## src/rtl/addsub_nibble_sequencer_pkg.sv

```systemverilog
// Shared constants and types for the nibble-serial add/sub sequencer.
package addsub_nibble_sequencer_pkg;

  localparam int unsigned NIBBLE_W = 4;

  typedef enum logic [1:0] {
    IDLE = 2'd0,
    RUN  = 2'd1,
    DONE = 2'd2
  } state_t;

  // Width of the nibble index counter; at least one bit even for a single nibble.
  function automatic int unsigned idx_width(input int unsigned n);
    return (n > 1) ? $clog2(n) : 1;
  endfunction

endpackage

```

## src/rtl/addsub_nibble_slice.sv

```systemverilog
// Combinational 4-bit ripple adder slice; exposes the carry into bit 3 for overflow detection.
module addsub_nibble_slice
  import addsub_nibble_sequencer_pkg::*;
(
  input  logic [NIBBLE_W-1:0] a,
  input  logic [NIBBLE_W-1:0] b,
  input  logic                cin,
  output logic [NIBBLE_W-1:0] s,
  output logic                cout,
  output logic                c3
);

  logic [NIBBLE_W:0] c;

  always_comb begin
    c    = '0;
    s    = '0;
    c[0] = cin;
    for (int i = 0; i < NIBBLE_W; i++) begin
      s[i]   = a[i] ^ b[i] ^ c[i];
      c[i+1] = (a[i] & b[i]) | (a[i] & c[i]) | (b[i] & c[i]);
    end
  end

  assign cout = c[NIBBLE_W];
  assign c3   = c[NIBBLE_W-1];

endmodule

```

## src/rtl/addsub_nibble_sequencer.sv

```systemverilog
// Two-requester round-robin front end that runs wide add/sub one nibble per clock
// through a single shared 4-bit slice, LSB first, with the carry chained in a register.
module addsub_nibble_sequencer
  import addsub_nibble_sequencer_pkg::*;
#(
  parameter  int unsigned NIBBLES = 4,
  localparam int unsigned W       = NIBBLE_W * NIBBLES
) (
  input  logic         clk,
  input  logic         rst,
  input  logic         req0_valid,
  output logic         req0_ready,
  input  logic [W-1:0] req0_a,
  input  logic [W-1:0] req0_b,
  input  logic         req0_sub,
  input  logic         req1_valid,
  output logic         req1_ready,
  input  logic [W-1:0] req1_a,
  input  logic [W-1:0] req1_b,
  input  logic         req1_sub,
  output logic         rsp_valid,
  input  logic         rsp_ready,
  output logic         rsp_id,
  output logic [W-1:0] rsp_result,
  output logic         rsp_carry,
  output logic         rsp_ovf
);

  localparam int unsigned IW = idx_width(NIBBLES);

  state_t                              state;
  logic [IW-1:0]                       idx;
  logic                                carry_q;
  logic                                last_grant;
  logic                                op_sub;
  logic [NIBBLES-1:0][NIBBLE_W-1:0]    op_a;
  logic [NIBBLES-1:0][NIBBLE_W-1:0]    op_b;
  logic [NIBBLES-1:0][NIBBLE_W-1:0]    res_q;

  logic                accept_c;
  logic                grant1_c;
  logic [NIBBLE_W-1:0] slice_b_c;
  logic [NIBBLE_W-1:0] slice_s_c;
  logic                slice_cout_c;
  logic                slice_c3_c;

  // Requester 1 wins when alone, or when both ask and requester 0 went last.
  assign grant1_c   = req1_valid & (~req0_valid | ~last_grant);
  assign accept_c   = (state == IDLE) & ~rst & (req0_valid | req1_valid);
  assign req0_ready = accept_c & ~grant1_c;
  assign req1_ready = accept_c & grant1_c;

  assign slice_b_c  = op_b[idx] ^ {NIBBLE_W{op_sub}};
  assign rsp_result = res_q;

  addsub_nibble_slice u_slice (
    .a    (op_a[idx]),
    .b    (slice_b_c),
    .cin  (carry_q),
    .s    (slice_s_c),
    .cout (slice_cout_c),
    .c3   (slice_c3_c)
  );

  always_ff @(posedge clk or posedge rst) begin
    if (rst) begin
      state      <= IDLE;
      idx        <= '0;
      carry_q    <= 1'b0;
      last_grant <= 1'b1;
      op_sub     <= 1'b0;
      op_a       <= '0;
      op_b       <= '0;
      res_q      <= '0;
      rsp_valid  <= 1'b0;
      rsp_id     <= 1'b0;
      rsp_carry  <= 1'b0;
      rsp_ovf    <= 1'b0;
    end else begin
      case (state)
        IDLE: begin
          if (accept_c) begin
            op_a       <= grant1_c ? req1_a : req0_a;
            op_b       <= grant1_c ? req1_b : req0_b;
            op_sub     <= grant1_c ? req1_sub : req0_sub;
            carry_q    <= grant1_c ? req1_sub : req0_sub;
            idx        <= '0;
            rsp_id     <= grant1_c;
            last_grant <= grant1_c;
            state      <= RUN;
          end
        end
        RUN: begin
          res_q[idx] <= slice_s_c;
          carry_q    <= slice_cout_c;
          if (idx == IW'(NIBBLES - 1)) begin
            idx       <= '0;
            rsp_carry <= slice_cout_c;
            rsp_ovf   <= slice_c3_c ^ slice_cout_c;
            rsp_valid <= 1'b1;
            state     <= DONE;
          end else begin
            idx <= idx + IW'(1);
          end
        end
        DONE: begin
          if (rsp_ready) begin
            rsp_valid <= 1'b0;
            state     <= IDLE;
          end
        end
        default: state <= IDLE;
      endcase
    end
  end

endmodule

```

## config.mk

```make
export PLATFORM = sky130hd
export DESIGN_NAME = addsub_nibble_sequencer
export DESIGN_NICKNAME = d
export VERILOG_FILES = /design/src/rtl/addsub_nibble_sequencer_pkg.sv /design/src/rtl/addsub_nibble_slice.sv /design/src/rtl/addsub_nibble_sequencer.sv
export SDC_FILE = /design/constraint.sdc
export NUM_CORES = 1
export LEC_CHECK = 0
export ABC_AREA = 1
export CAP_MARGIN = 20
export CORE_ASPECT_RATIO = 0.8
export CORE_MARGIN = 3
export CORE_UTILIZATION = 45
export CTS_BUF_LIST = sky130_fd_sc_hd__clkbuf_2 sky130_fd_sc_hd__clkbuf_4 sky130_fd_sc_hd__clkbuf_8
export DETAILED_ROUTE_END_ITERATION = 8
export PLACE_DENSITY = 0.77
export SYNTH_ARGS = -nofsm -noshare
export SYNTH_HDL_FRONTEND = slang
export SYNTH_SLANG_ARGS = --single-unit
```

## constraint.sdc

```tcl
create_clock -name clk -period 4.9 [get_ports clk]
set_input_delay 0.49 -clock clk [delete_from_list [all_inputs] [get_ports clk]]
set_output_delay 0.49 -clock clk [all_outputs]
set_load 0.05 [all_outputs]
```

# Yosys cells after proc, flatten, opt, wreduce, memory -nomap -nowiden
# Cells that the tools add are included.
classes:
  n_addsub: 1
  magnitude_cmp: 2
  eq_ne: 6
  n_mux: 22
  bitwise: 41
  reduce_logical: 9
ops:
  columns: ["op", "n"]
  rows:
  - ["two-way mux 16 bit", 2]
  - ["AND 1 bit", 17]
  - ["binary-select mux 4 bit (select 2 bit)", 2]
  - ["bitwise mux 16 bit", 1]
  - ["two-way mux 4 bit", 3]
  - ["two-way mux 2 bit", 5]
  - ["bitwise OR 1 bit", 10]
  - ["bitwise XOR 1 bit", 9]
  - ["demux 4 bit (select 2 bit)", 1]
  - ["!= test 2 bit (second input constant)", 3]
  - ["one-hot mux 2 bit (3 select lines)", 1]
  - ["AND reduction 2 bit", 3]
  - ["AND reduction 3 bit", 2]
  - ["equality test 2 bit (second input constant)", 2]
  - ["two-way mux 1 bit", 4]
  - ["inverter 1 bit", 4]
  - ["one-hot mux 1 bit (2 select lines)", 2]
  - ["one-hot mux 2 bit (2 select lines)", 1]
  - ["nonzero test 2 bit", 2]
  - ["bitwise XOR 4 bit", 1]
  - ["less-than comparator 2 x 3 -> 1 bit (second input constant)", 1]
  - ["adder 2 x 1 -> 2 bit (second input constant)", 1]
  - ["equality test 2 x 1 -> 1 bit (second input constant)", 1]
  - [">= comparator 2 x 1 -> 1 bit (second input constant)", 1]
  - ["other kinds (2)", 2]
totals:
  reg_bits: 59
  in_bits: 71
  output_inout_bits: 22
  elab_cells: 102

# Logic depth before layout (Yosys ltp)
# Gate-level depths: netlist of the first run.
logic_depth:
  ltp_word: 16
  depth_mapped: 14
  depth_no_buf: 14

# By module
# Synthesis of the first run repeated with hierarchy kept, for this count alone.
unflattened:
  cells_unflattened: 436
  area_unflattened_um2: 3163.0
by_module_without_submodules:
  columns: ["mod", "n_inst", "cells_each", "area_each_um2", "seq_area_each_um2"]
  rows:
  - ["addsub_nibble_sequencer", 1, 422, 3045.4, 1477.7]
  - ["addsub_nibble_slice", 1, 14, 117.6, 0.0]

# Worst setup path after synthesis of the first run
# Ideal clock, no wire load.
synth_path:
  kind: "input -> output"
  startpoint: "in rst"
  endpoint: "out req0_ready"
  arrival_ps: 2934
  required_ps: 4410
  path_slack_ps: 1476
  path_stages: 4
  path_buffers: 1
  cell_sequence: "inv_1 nand3_2 buf_2 nor2_1"
synth_between:
  elab_chain_cells: 4
synth_lines:
  columns: ["element", "line", "text"]
  rows:
  - ["start: declaration", "addsub_nibble_sequencer.sv:10", "input logic rst,"]
  - ["inverter 1 bit", "addsub_nibble_sequencer.sv:49", "assign accept_c = (state == IDLE) & ~rst & (req0_valid | req1_valid);"]
  - ["AND 1 bit (2 in a row)", "addsub_nibble_sequencer.sv:49", null]
  - ["AND 1 bit", "addsub_nibble_sequencer.sv:50", "assign req0_ready = accept_c & ~grant1_c;"]
  - ["end: declaration", "addsub_nibble_sequencer.sv:12", "output logic req0_ready,"]
# Every way passes these cells.

# Worst setup path in the final report of the first run
layout_path:
  startpoint: "reg idx[0]"
  endpoint: "reg rsp_ovf"
layout_between:
  elab_chain_cells: 16
  word_cells_on_any_way: 28
  cone_classes: "eq/ne: 1; mux: 4; bitwise: 22; reduce/logical: 1"
layout_lines:
  columns: ["element", "line", "text"]
  rows:
  - ["start: declaration", "addsub_nibble_sequencer.sv:32", "logic [IW-1:0] idx;"]
  - ["start signal: assignment", "addsub_nibble_sequencer.sv:103", "idx <= idx + IW'(1);"]
  - ["binary-select mux 4 bit (select 2 bit)", "addsub_nibble_sequencer.sv:53", "assign slice_b_c = op_b[idx] ^ {NIBBLE_W{op_sub}};"]
  - ["two-way mux 4 bit (implied by the code)", "addsub_nibble_sequencer.sv:53", null]
  - ["bitwise XOR 4 bit", "addsub_nibble_sequencer.sv:53", null]
  - ["AND 1 bit", "addsub_nibble_slice.sv:21", "c[i+1] = (a[i] & b[i]) | (a[i] & c[i]) | (b[i] & c[i]);"]
  - ["bitwise OR 1 bit (2 in a row)", "addsub_nibble_slice.sv:21", null]
  - ["AND 1 bit", "addsub_nibble_slice.sv:21", null]
  - ["bitwise OR 1 bit (2 in a row)", "addsub_nibble_slice.sv:21", null]
  - ["AND 1 bit", "addsub_nibble_slice.sv:21", null]
  - ["bitwise OR 1 bit (2 in a row)", "addsub_nibble_slice.sv:21", null]
  - ["AND 1 bit", "addsub_nibble_slice.sv:21", null]
  - ["bitwise OR 1 bit", "addsub_nibble_slice.sv:21", null]
  - ["bitwise OR 1 bit *", "addsub_nibble_slice.sv:21", null]
  - ["via slice_cout_c", "addsub_nibble_sequencer.sv:44", "logic slice_cout_c;"]
  - ["bitwise XOR 1 bit *", "addsub_nibble_sequencer.sv:99", "rsp_ovf <= slice_c3_c ^ slice_cout_c;"]
  - ["end signal: assignment", "addsub_nibble_sequencer.sv:99", null]
  - ["end: declaration", "addsub_nibble_sequencer.sv:26", "output logic rsp_ovf"]
# The timed path passes the listed nets; every way through them passes the cells marked *. The select of a mux whose other input is x is not followed.
# A chain may end at the register's enable or synchronous reset.

==> results of run 1 <==
[power by group through the flow]
stage	Combinational, mW	Sequential, mW	Clock (mW)
after global placement	1.42	0.881	0
after global routing	1.65	0.915	0.529
after floorplan	0.825	1.07	0
final	1.44	0.883	0.497
after detailed placement	1.45	0.885	0
after CTS	1.46	0.883	0.502
[routing by layer]
metal  GRT usage [%]  wire length (um)  part of all wire (%)  vias up
met5               0                 0                     0        -
met4            4.91                69                  0.93        0
met3            6.25               522                   7.0        9
met2            32.8              3410                    46       92
met1            27.0              3420                    46     1298
li1                -                 -                     -     1499
[sequential cells by signal, summed over array words and instances, names as in the netlist, 2 cells and up]
signal,cells
idx,2
op_a,16
op_b,16
rsp_result,16
state,2
[kinds of logic after synthesis]
family                   count (synthesis)  synth area share (%)
XOR/XNOR                                 1                 0.282
AO/OA/AOI/OAI                           34                  5.59
flip-flops                              59                  47.5
adder cells (fa/ha/maj)                  8                  4.18
buffers and inverters                   35                  5.79
AND/OR/NAND/NOR                        292                  36.7
[through the flow]
step	instance area, um2	utilization, %	setup slack (ns)	hold WS (ns)
final	4260	65.1	1.34	0.482
after global routing	4260	65.1	1.02	0.498
after CTS	4260	65.1	1.37	0.483
after detailed placement	4040	61.7	1.44	0.464
after global placement	4040	61.7	1.49	0.455
after floorplan	3110	-	1.48	0.444
[cell type report]
cell class / count / area, um2 / area share, %
multi-input cells: 335 / 1450 / 34.2
clock buffers: 13 / 160 / 3.76
flip-flops and latches: 59 / 1480 / 34.7
clock inverters: 2 / 60.1 / 1.41
repair buffers: 94 / 936 / 22.0
well taps: 84 / 105 / 2.47
inverters: 17 / 63.8 / 1.50
[Yosys cell counts]
| library cell | count | area, um2 |
|---|---|---|
| o21ai_0 | 24 | 120 |
| nand3_2 | 1 | 10.0 |
| fa_1 | 4 | 80.1 |
| dfstp_2 | 1 | 26.3 |
| nor2_4 | 1 | 11.3 |
| inv_2 | 2 | 7.51 |
| buf_2 | 12 | 60.1 |
| clkinv_1 | 1 | 3.75 |
| nor2_2 | 1 | 6.26 |
| xor2_1 | 1 | 8.76 |
| inv_1 | 14 | 52.6 |
| o22ai_1 | 3 | 18.8 |
| buf_4 | 3 | 22.5 |
| dfrtp_1 | 58 | 1450 |
| a21oi_1 | 1 | 5.00 |
| nor2_1 | 10 | 37.5 |
| o21ai_1 | 6 | 30.0 |
| nand2_1 | 258 | 968 |
| buf_6 | 3 | 33.8 |
| nand3_1 | 19 | 95.1 |
| nand2_2 | 2 | 12.5 |
| ha_1 | 4 | 50.1 |
[final timing paths]
| kind | from | end | slack, ns |
|---|---|---|---|
| max in group asynchronous | rst | op_b[15] | 3.73 |
| worst min register to register | op_a[10] | op_a[10] | 0.48 |
| worst max register to register | idx[0] | rsp_ovf | 1.34 |
| worst min-delay path | op_a[10] | op_a[10] | 0.48 |
| min in group asynchronous | rst | op_a[12] | 0.69 |
| worst max-delay path | idx[0] | rsp_ovf | 1.34 |
[worst register-to-register path, cell delays in order, from the launching register on]
cell and delay [ns]:
dfrtp_1 0.77, inv_1 0.44, nand2_1 0.17, nand3_1 0.12, nand3_1 0.10, nand2_1 0.07, fa_1 0.38, fa_1 0.37
inv_1 0.07, fa_1 0.21, inv_1 0.07, fa_1 0.41, xor2_1 0.16, o21ai_0 0.13
[cell usage in the layout (no fill, tap or decap)]
| cell type | Yosys | routed |
|---|---|---|
| nor2_1 | 10 | 10 |
| fa_1 | 4 | 4 |
| nand2_1 | 258 | 258 |
| bufinv_16 | 0 | 2 |
| dfrtp_1 | 58 | 58 |
| nand3_1 | 19 | 19 |
| nor2_4 | 1 | 1 |
| clkbuf_4 | 0 | 3 |
| nor2_2 | 1 | 1 |
| inv_1 | 14 | 13 |
| nand3_2 | 1 | 1 |
| o22ai_1 | 3 | 3 |
| o21ai_1 | 6 | 6 |
| inv_2 | 2 | 3 |
| buf_4 | 3 | 2 |
| ha_1 | 4 | 4 |
| xor2_1 | 1 | 1 |
| clkinv_1 | 1 | 1 |
| a21oi_1 | 1 | 1 |
| clkbuf_8 | 0 | 10 |
| clkdlybuf4s50_1 | 0 | 92 |
| nand2_2 | 2 | 2 |
| o21ai_0 | 24 | 24 |
| dfstp_2 | 1 | 1 |
==> run_results.csv, run 1 <==
group,metric,value,unit
status,status,"complete, no violations",
grt,grt_overflow,0,
floorplanning,coreArea,6540,um2
setup_path,crit_family,"adder cells",
power,total_power,2.83,mW
timing,hold_viol,0,
power,p_per_area,664,nW/um2
grt,grt_use_total,20.4,%
power,leakage,2.19,nW
setup_path,crit_cells,13,
placed_design,dp_hpwl,5290,um
power,pwr-share-clk,17.6,%
finish,diodes,0,
synthesis,synth.distinct_cells,22,
drt,drtAntennaViolNets,0,
setup_path,critPathMaxFanout,22,
finish,fin_nets,595,
synthesis,synth_fp_nets,508,
floorplanning,num_io_pins,93,
drt,wire_per_inst,12.3,um
setup_path,path_cells,"inv_1, nand2_1, nand3_1, nand3_1, nand2_1, fa_1, fa_1, inv_1, fa_1, inv_1, fa_1, xor2_1, o21ai_0",
clocking,cts_hold_buf,0,
placed_design,place.gp.congestion,0.846,
floorplanning,die_w,99.0,um
power,p_int,1.53,mW
timing,fin_skew,0.00918,ns
setup_path,required,5.16,ns
setup_path,endpoint_kind,"flop",
clocking,cts-resized-gates,0,
clocking,clk_pin_slew_worst_paths,0.06,ns
placed_design,port_buffers,92,
floorplanning,num_rows,26,
finish,drive_above_1_share,5.00,%
drt,drc,0,
power,p_sw_share,45.9,%
setup_path,slowest_delay,0.77,ns
synthesis,yosys_register_bits,59,
run,drv_cap,0,
power,seq_power_share,31.3,%
worst_hold_path,min_path_type,"reg -> reg",
timing,finalSetupViolations,0,
floorplanning,die_area,7950,um2
clocking,cts.sinks,59,
timing,tightest_slew,0.711,ns
synthesis,yosys_warnings,0,
clocking,clock_latency,0.34,ns
timing,final_max_slew_viol_count,0,
clocking,cts-root-buf,"clkbuf_8",
finish,nFillCells,593,
worst_hold_path,hold_depth,2,
synthesis,netlist_instances,429,
clocking,clockBufferDepth,2,
clocking,htreeDepth,3,
setup_path,rr_worst_depth,13,
setup_path,cp_data_arrival_time,3.82,ns
timing,fin_crit,3.56,ns
drt,vias,2898,
synthesis,avgSynthCellArea,7.25,um2
grt,grt_max_degree,60,
clocking,cts_buffers,9,
synthesis,syn-cell-area,3110,um2
finish,syn_to_final_growth,36.8,%
setup_path,crit_top_cell,"fa_1",
setup_path,start_kind,"flop",
grt,antenna_found_initial,0,
grt,grt_pass1_vias,2804,
timing,rsz0062_at_grt,"false",
drt,drt_iter0_markers,194,
power,combPwrFrac,51.1,%
floorplanning,die_y,80.4,um
finish,fin_cells,604,
setup_path,crit_slowest_cell,"dfrtp_1",
timing,setup_tns,0,ns
placed_design,place_inst,589,
setup_path,critPathKind,"reg -> reg",
clocking,cts_tree,"done",
power,ir_drop,0.000308,V
timing,fin_crit_sh,72.6,%
synthesis,ys_seq_area_share,47.5,%
power,p_switching,1.30,mW
timing,fmax,0.281,GHz
timing,relSlewSlack,52.6,%
setup_path,critical_path_buf_inv_count,3,
drt,wl,7420,um
floorplanning,initial_core_util,47.6,%
drt,firstDrtPassIters,5,
clocking,cts_setup_buffers,0,
drt,viasPerCell,4.80,
grt,grt_pass1_wl,12900,um
Note: power is estimated with default switching activity, not from simulation.
==> run 2, diff against run 1 <==
--- a/config.mk
+++ b/config.mk
@@ -9,10 +9,10 @@
 export CAP_MARGIN = 20
 export CORE_ASPECT_RATIO = 0.8
 export CORE_MARGIN = 3
-export CORE_UTILIZATION = 45
+export CORE_UTILIZATION = 44
 export CTS_BUF_LIST = sky130_fd_sc_hd__clkbuf_2 sky130_fd_sc_hd__clkbuf_4 sky130_fd_sc_hd__clkbuf_8
 export DETAILED_ROUTE_END_ITERATION = 8
-export PLACE_DENSITY = 0.77
+export PLACE_DENSITY = 0.78
 export SYNTH_ARGS = -nofsm -noshare
 export SYNTH_HDL_FRONTEND = slang
 export SYNTH_SLANG_ARGS = --single-unit
==> constraint.sdc (replaced) <==
create_clock -name clk -period 3 [get_ports clk]
set_input_delay 0.3 -clock clk [delete_from_list [all_inputs] [get_ports clk]]
set_output_delay 0.3 -clock clk [all_outputs]
set_load 0.05 [all_outputs]
==> run 2 against run 1 <==
Net effect: core utilization decreased by 0.22 points; sequential cell count unchanged; highest routed layer unchanged; critical path depth unchanged; global-route usage decreased by 0.43 points; combinational power increased by 75%; clock skew decreased by 0.0045 ns; worst hold slack got worse by 0.0077 ns; largest cell class unchanged.
==> run_results.csv, run 2 (same netlist as run 1, synthesis figures left out) <==
group,metric,value,unit
worst_hold_path,min_path_type,"reg -> reg",
setup_path,endpoint_kind,"flop",
placed_design,pre_cts_slack,0.149,ns
drt,firstDrtPassIters,4,
drt,drtAntennaViolNets,0,
setup_path,critPathKind,"reg -> reg",
run,drv_cap,0,
drt,drc,0,
finish,diodes,0,
placed_design,dp_hpwl,5500,um
grt,grt_max_degree,60,
timing,fin_crit,2.84,ns
power,p_per_area,1060,nW/um2
clocking,htreeDepth,3,
grt,antenna_found_initial,0,
timing,fmax,0.352,GHz
floorplanning,die_w,100,um
clocking,cts.sinks,59,
timing,tightest_slew,0.705,ns
drt,vias,2878,
drt,drt_iter0_markers,89,
floorplanning,coreArea,6600,um2
timing,relSlewSlack,53.0,%
floorplanning,die_area,8120,um2
clocking,clockBufferDepth,2,
clocking,cts_tree,"done",
timing,final_max_slew_viol_count,0,
finish,final_cell_mix,"258 x nand2_1, 90 x clkdlybuf4s50_1, 56 x dfrtp_1",
timing,setup_tns,0,ns
setup_path,start_kind,"flop",
power,total_power,4.54,mW
clocking,cts-root-buf,"clkbuf_8",
clocking,cts_buffers,9,
clocking,clock_latency,0.34,ns
placed_design,place_inst,595,
timing,fin_crit_sh,94.6,%
finish,fin_cells,612,
power,ir_drop,0.000389,V
power,leakage,2.21,nW
clocking,cts_hold_buf,0,
floorplanning,num_rows,26,
timing,fin_skew,0.00472,ns
timing,setup_ws,0.161,ns
finish,final_common_cell,"nand2_1",
floorplanning,num_io_pins,93,
grt,grt_pass1_wl,12600,um
grt,grt_overflow,0,
timing,whs,0.475,ns
setup_path,cp_data_arrival_time,3.09,ns
setup_path,critPathMaxFanout,11,
timing,hold_viol,0,
clocking,clk_pin_slew_worst_paths,0.06,ns
finish,fin_nets,602,
floorplanning,initial_core_util,47.1,%
grt,grt_pass1_vias,2772,
setup_path,required,3.25,ns
grt,grt_use_total,19.9,%
placed_design,port_buffers,92,
status,status,"complete, no violations",
floorplanning,die_y,81.2,um
drt,wl,7450,um
timing,finalSetupViolations,0,
placed_design,place.gp.congestion,0.836,
drt,viasPerCell,4.70,
finish,drive_above_1_share,7.58,%
drt,wire_per_inst,12.2,um
finish,syn_to_final_growth,37.7,%
-- run 2: cell type report --
class / count / area (um2)
multi-input cells: 335 / 1450
well taps: 84 / 105
clock buffers: 13 / 154
inverters: 17 / 67.6
flip-flops and latches: 59 / 1480
repair buffers: 101 / 1010
fillers: 592 / 2320
clock inverters: 3 / 15.0
-- run 2: metrics by stage --
step,utilization [%],instance area (um2)
final,64.9,4280
after global routing,64.9,4280
after CTS,64.3,4250
after detailed placement,61.8,4080
after global placement,61.8,4080
after floorplan,-,3120
-- run 2: what timing repair did --
item,4_1_cts,5_1_grt
setup buffers,0,0
resized for setup,0,6
setup endpoints to repair,0,5
-- run 2: final timing paths --
path	from	depth (start not counted)	endpoint	slack (ns)
worst min-delay path	last_grant	2	last_grant	0.47
worst min register to register	last_grant	2	last_grant	0.47
max in group asynchronous	rst	3	idx[0]	1.94
worst max-delay path	idx[0]	13	rsp_result[11]	0.16
min in group asynchronous	rst	3	op_a[14]	0.57
worst max register to register	idx[0]	13	rsp_result[11]	0.16
-- run 2: metal layers --
layer	GRT usage (%)	share of wire, %	up-vias
met3	7.64	7.6	8
met4	4.85	0.82	0
met5	0	0	-
li1	-	-	1512
met2	33.5	45	77
met1	24.5	46	1281
-- run 2: power breakdown --
part	internal, mW	total (mW)	switching (mW)
Combinational	0.906	2.52	1.61
Sequential	1.17	1.40	0.232
Clock	0.332	0.623	0.291
Total	2.41	4.54	2.13
-- run 2: critical path, stage by stage, from the launching register on --
cell and delay (ns):
dfrtp_2 0.45, buf_8 0.15, nand2_1 0.06, nand3_1 0.09, nand3_1 0.09, nand2_1 0.08
fa_1 0.38, fa_1 0.37, inv_1 0.08, fa_1 0.20, inv_1 0.06, fa_1 0.47
inv_1 0.07, o21ai_0 0.19
==> run 3, diff against run 2 <==
--- a/config.mk
+++ b/config.mk
@@ -9,10 +9,10 @@
 export CAP_MARGIN = 20
 export CORE_ASPECT_RATIO = 0.8
 export CORE_MARGIN = 3
-export CORE_UTILIZATION = 44
-export CTS_BUF_LIST = sky130_fd_sc_hd__clkbuf_2 sky130_fd_sc_hd__clkbuf_4 sky130_fd_sc_hd__clkbuf_8
+export CORE_UTILIZATION = 42
+export CTS_BUF_LIST = sky130_fd_sc_hd__clkbuf_8
 export DETAILED_ROUTE_END_ITERATION = 8
-export PLACE_DENSITY = 0.78
+export PLACE_DENSITY = 0.75
 export SYNTH_ARGS = -nofsm -noshare
 export SYNTH_HDL_FRONTEND = slang
 export SYNTH_SLANG_ARGS = --single-unit
==> run 3 against run 2 <==
Net effect: wire length is 2.6% higher; sequential power about the same; worst setup slack worse by 0.031 ns; maximum frequency fell by 1.1%; clock-buffer cell count down 3; critical path depth unchanged; critical endpoint is now rsp_ovf; largest power group unchanged.
==> run_results.csv, run 3 (same netlist as run 1, synthesis figures left out) <==
group,metric,value,unit
status,status,"complete, no violations",
drt,firstDrtPassIters,4,
floorplanning,die_area,8480,um2
setup_path,start_kind,"flop",
setup_path,endpoint_kind,"flop",
drt,wire_per_inst,12.4,um
setup_path,crit_slowest_cell,"dfrtp_2",
setup_path,cp_data_arrival_time,3.13,ns
drt,drt_iter0_markers,103,
clocking,clockBufferDepth,2,
power,leakage,2.22,nW
placed_design,pre_cts_slack,0.149,ns
finish,diodes,0,
setup_path,slowest_delay,0.46,ns
floorplanning,coreArea,7030,um2
placed_design,port_buffers,92,
setup_path,critPathMaxFanout,11,
grt,use_met3,6.47,%
clocking,clock_latency,0.34,ns
power,total_power,4.66,mW
setup_path,crit_top_cell,"fa_1",
clocking,cts_setup_buffers,0,
grt,grt_max_degree,60,
clocking,cts.sinks,59,
timing,rsz0062_at_grt,"true",
clocking,htreeDepth,3,
timing,fin_skew,0.00819,ns
floorplanning,die_y,83.0,um
drt,drtAntennaViolNets,0,
setup_path,critPathKind,"reg -> reg",
drt,vias,2933,
grt,antenna_found_initial,0,
drt,viasPerCell,4.77,
run,drv_cap,0,
timing,fin_crit,2.87,ns
setup_path,path_cells,"buf_8, nand2_1, nand3_1, nand3_1, nand2_1, fa_1, fa_1, inv_1, fa_2, inv_1, fa_1, xor2_1, o21ai_0",
clocking,cts_buffers,9,
finish,final_common_cell,"nand2_1",
timing,final_max_slew_viol_count,0,
timing,hold_viol,0,
worst_hold_path,min_path_type,"reg -> reg",
finish,fin_nets,602,
grt,grt-busiest-layer,"met2",
power,p_per_area,1080,nW/um2
drt,wl,7650,um
finish,final_cell_mix,"258 x nand2_1, 90 x clkdlybuf4s50_1, 57 x dfrtp_1",
timing,relSlewSlack,51.9,%
floorplanning,die_w,102,um
finish,nFillCells,656,
finish,drive_above_1_share,7.20,%
clocking,cts-root-buf,"clkbuf_8",
timing,setup_ws,0.130,ns
power,ir_drop,0.000480,V
finish,syn_to_final_growth,38.7,%
placed_design,place_inst,598,
timing,fmax,0.348,GHz
timing,setup_tns,0,ns
floorplanning,num_io_pins,93,
grt,met2_usage,28.7,%
grt,met1_usage,25.6,%
floorplanning,num_rows,27,
grt,grt_use_total,18.7,%
grt,grt_pass1_wl,12600,um
timing,tightest_slew,0.721,ns
placed_design,dp_hpwl,5550,um
clocking,clk_pin_slew_worst_paths,0.07,ns
floorplanning,initial_core_util,44.3,%
placed_design,place.gp.congestion,0.934,
timing,fin_crit_sh,95.7,%
clocking,cts_tree,"done",
grt,grt_overflow,0,
finish,fin_cells,615,
setup_path,required,3.26,ns
drt,drc,0,
grt,grt_pass1_vias,2802,
timing,finalSetupViolations,0,
[run 3: changes by cell type in the layout (fill, tap and decap cells not counted), sizes merged]
cell	previous run	this run
clkinvlp	1	2
clkbuf	14	11
clkinv	3	4
bufinv	0	1
[run 3: worst paths after layout]
| path | depth (start not counted) | end | startpoint | slack, ns |
|---|---|---|---|---|
| worst max register to register | 13 | rsp_ovf | idx[0] | 0.13 |
| min in group asynchronous | 3 | rsp_result[12] | rst | 0.55 |
| max in group asynchronous | 3 | idx[0] | rst | 1.91 |
| worst min register to register | 2 | rsp_valid | rsp_valid | 0.47 |
| worst max-delay path | 13 | rsp_ovf | idx[0] | 0.13 |
| worst min-delay path | 2 | rsp_valid | rsp_valid | 0.47 |
[run 3: where the power goes]
group          internal (mW)  total [mW]  switching (mW)
Combinational          0.912        2.55            1.64
Clock                  0.398       0.700           0.302
Sequential              1.17        1.41           0.237
[run 3: stage by stage]
step	area [um2]	hold slack (ns)	util, %
global placement	4080	0.453	58.1
CTS	4280	0.474	60.9
detailed placement	4080	0.457	58.1
finish	4320	0.470	61.4
floorplan	3120	0.407	-
global route	4320	0.493	61.4
[run 3: worst max-delay path: cells and delay by family (launching register included)]
family                     cells  cell delay, ns
adders and majority gates      4            1.39
buffers and inverters          3            0.30
AOI/OAI and AO/OA              1            0.14
DFF                            1            0.46
and+or+nand+nor                4            0.35
xor gates and xnor gates       1            0.16
[run 3: layout make-up]
| class | instances | area, um2 | share of cell area [%] |
|---|---|---|---|
| multi-input cells | 335 | 1460 | 33.7 |
| inverters | 17 | 70.1 | 1.62 |
| well taps | 87 | 109 | 2.52 |
| clock inverters | 6 | 56.3 | 1.30 |
| flip-flops and latches | 59 | 1480 | 34.3 |
| clock buffers | 10 | 138 | 3.19 |
| repair buffers | 101 | 1010 | 23.4 |
[run 3: what timing repair did]
item | CTS | global route
hold buffers | 0 | 0
endpoints found under the setup margin | 0 | 5
gates resized for setup | 0 | 8
[run 3: metal layers]
layer | up-vias | wire, um | share of wire, %
li1 | 1514 | - | -
met5 | - | 0 | 0
met3 | 10 | 530 | 6.9
met4 | 0 | 93 | 1.2
met2 | 92 | 3440 | 45
met1 | 1317 | 3580 | 47
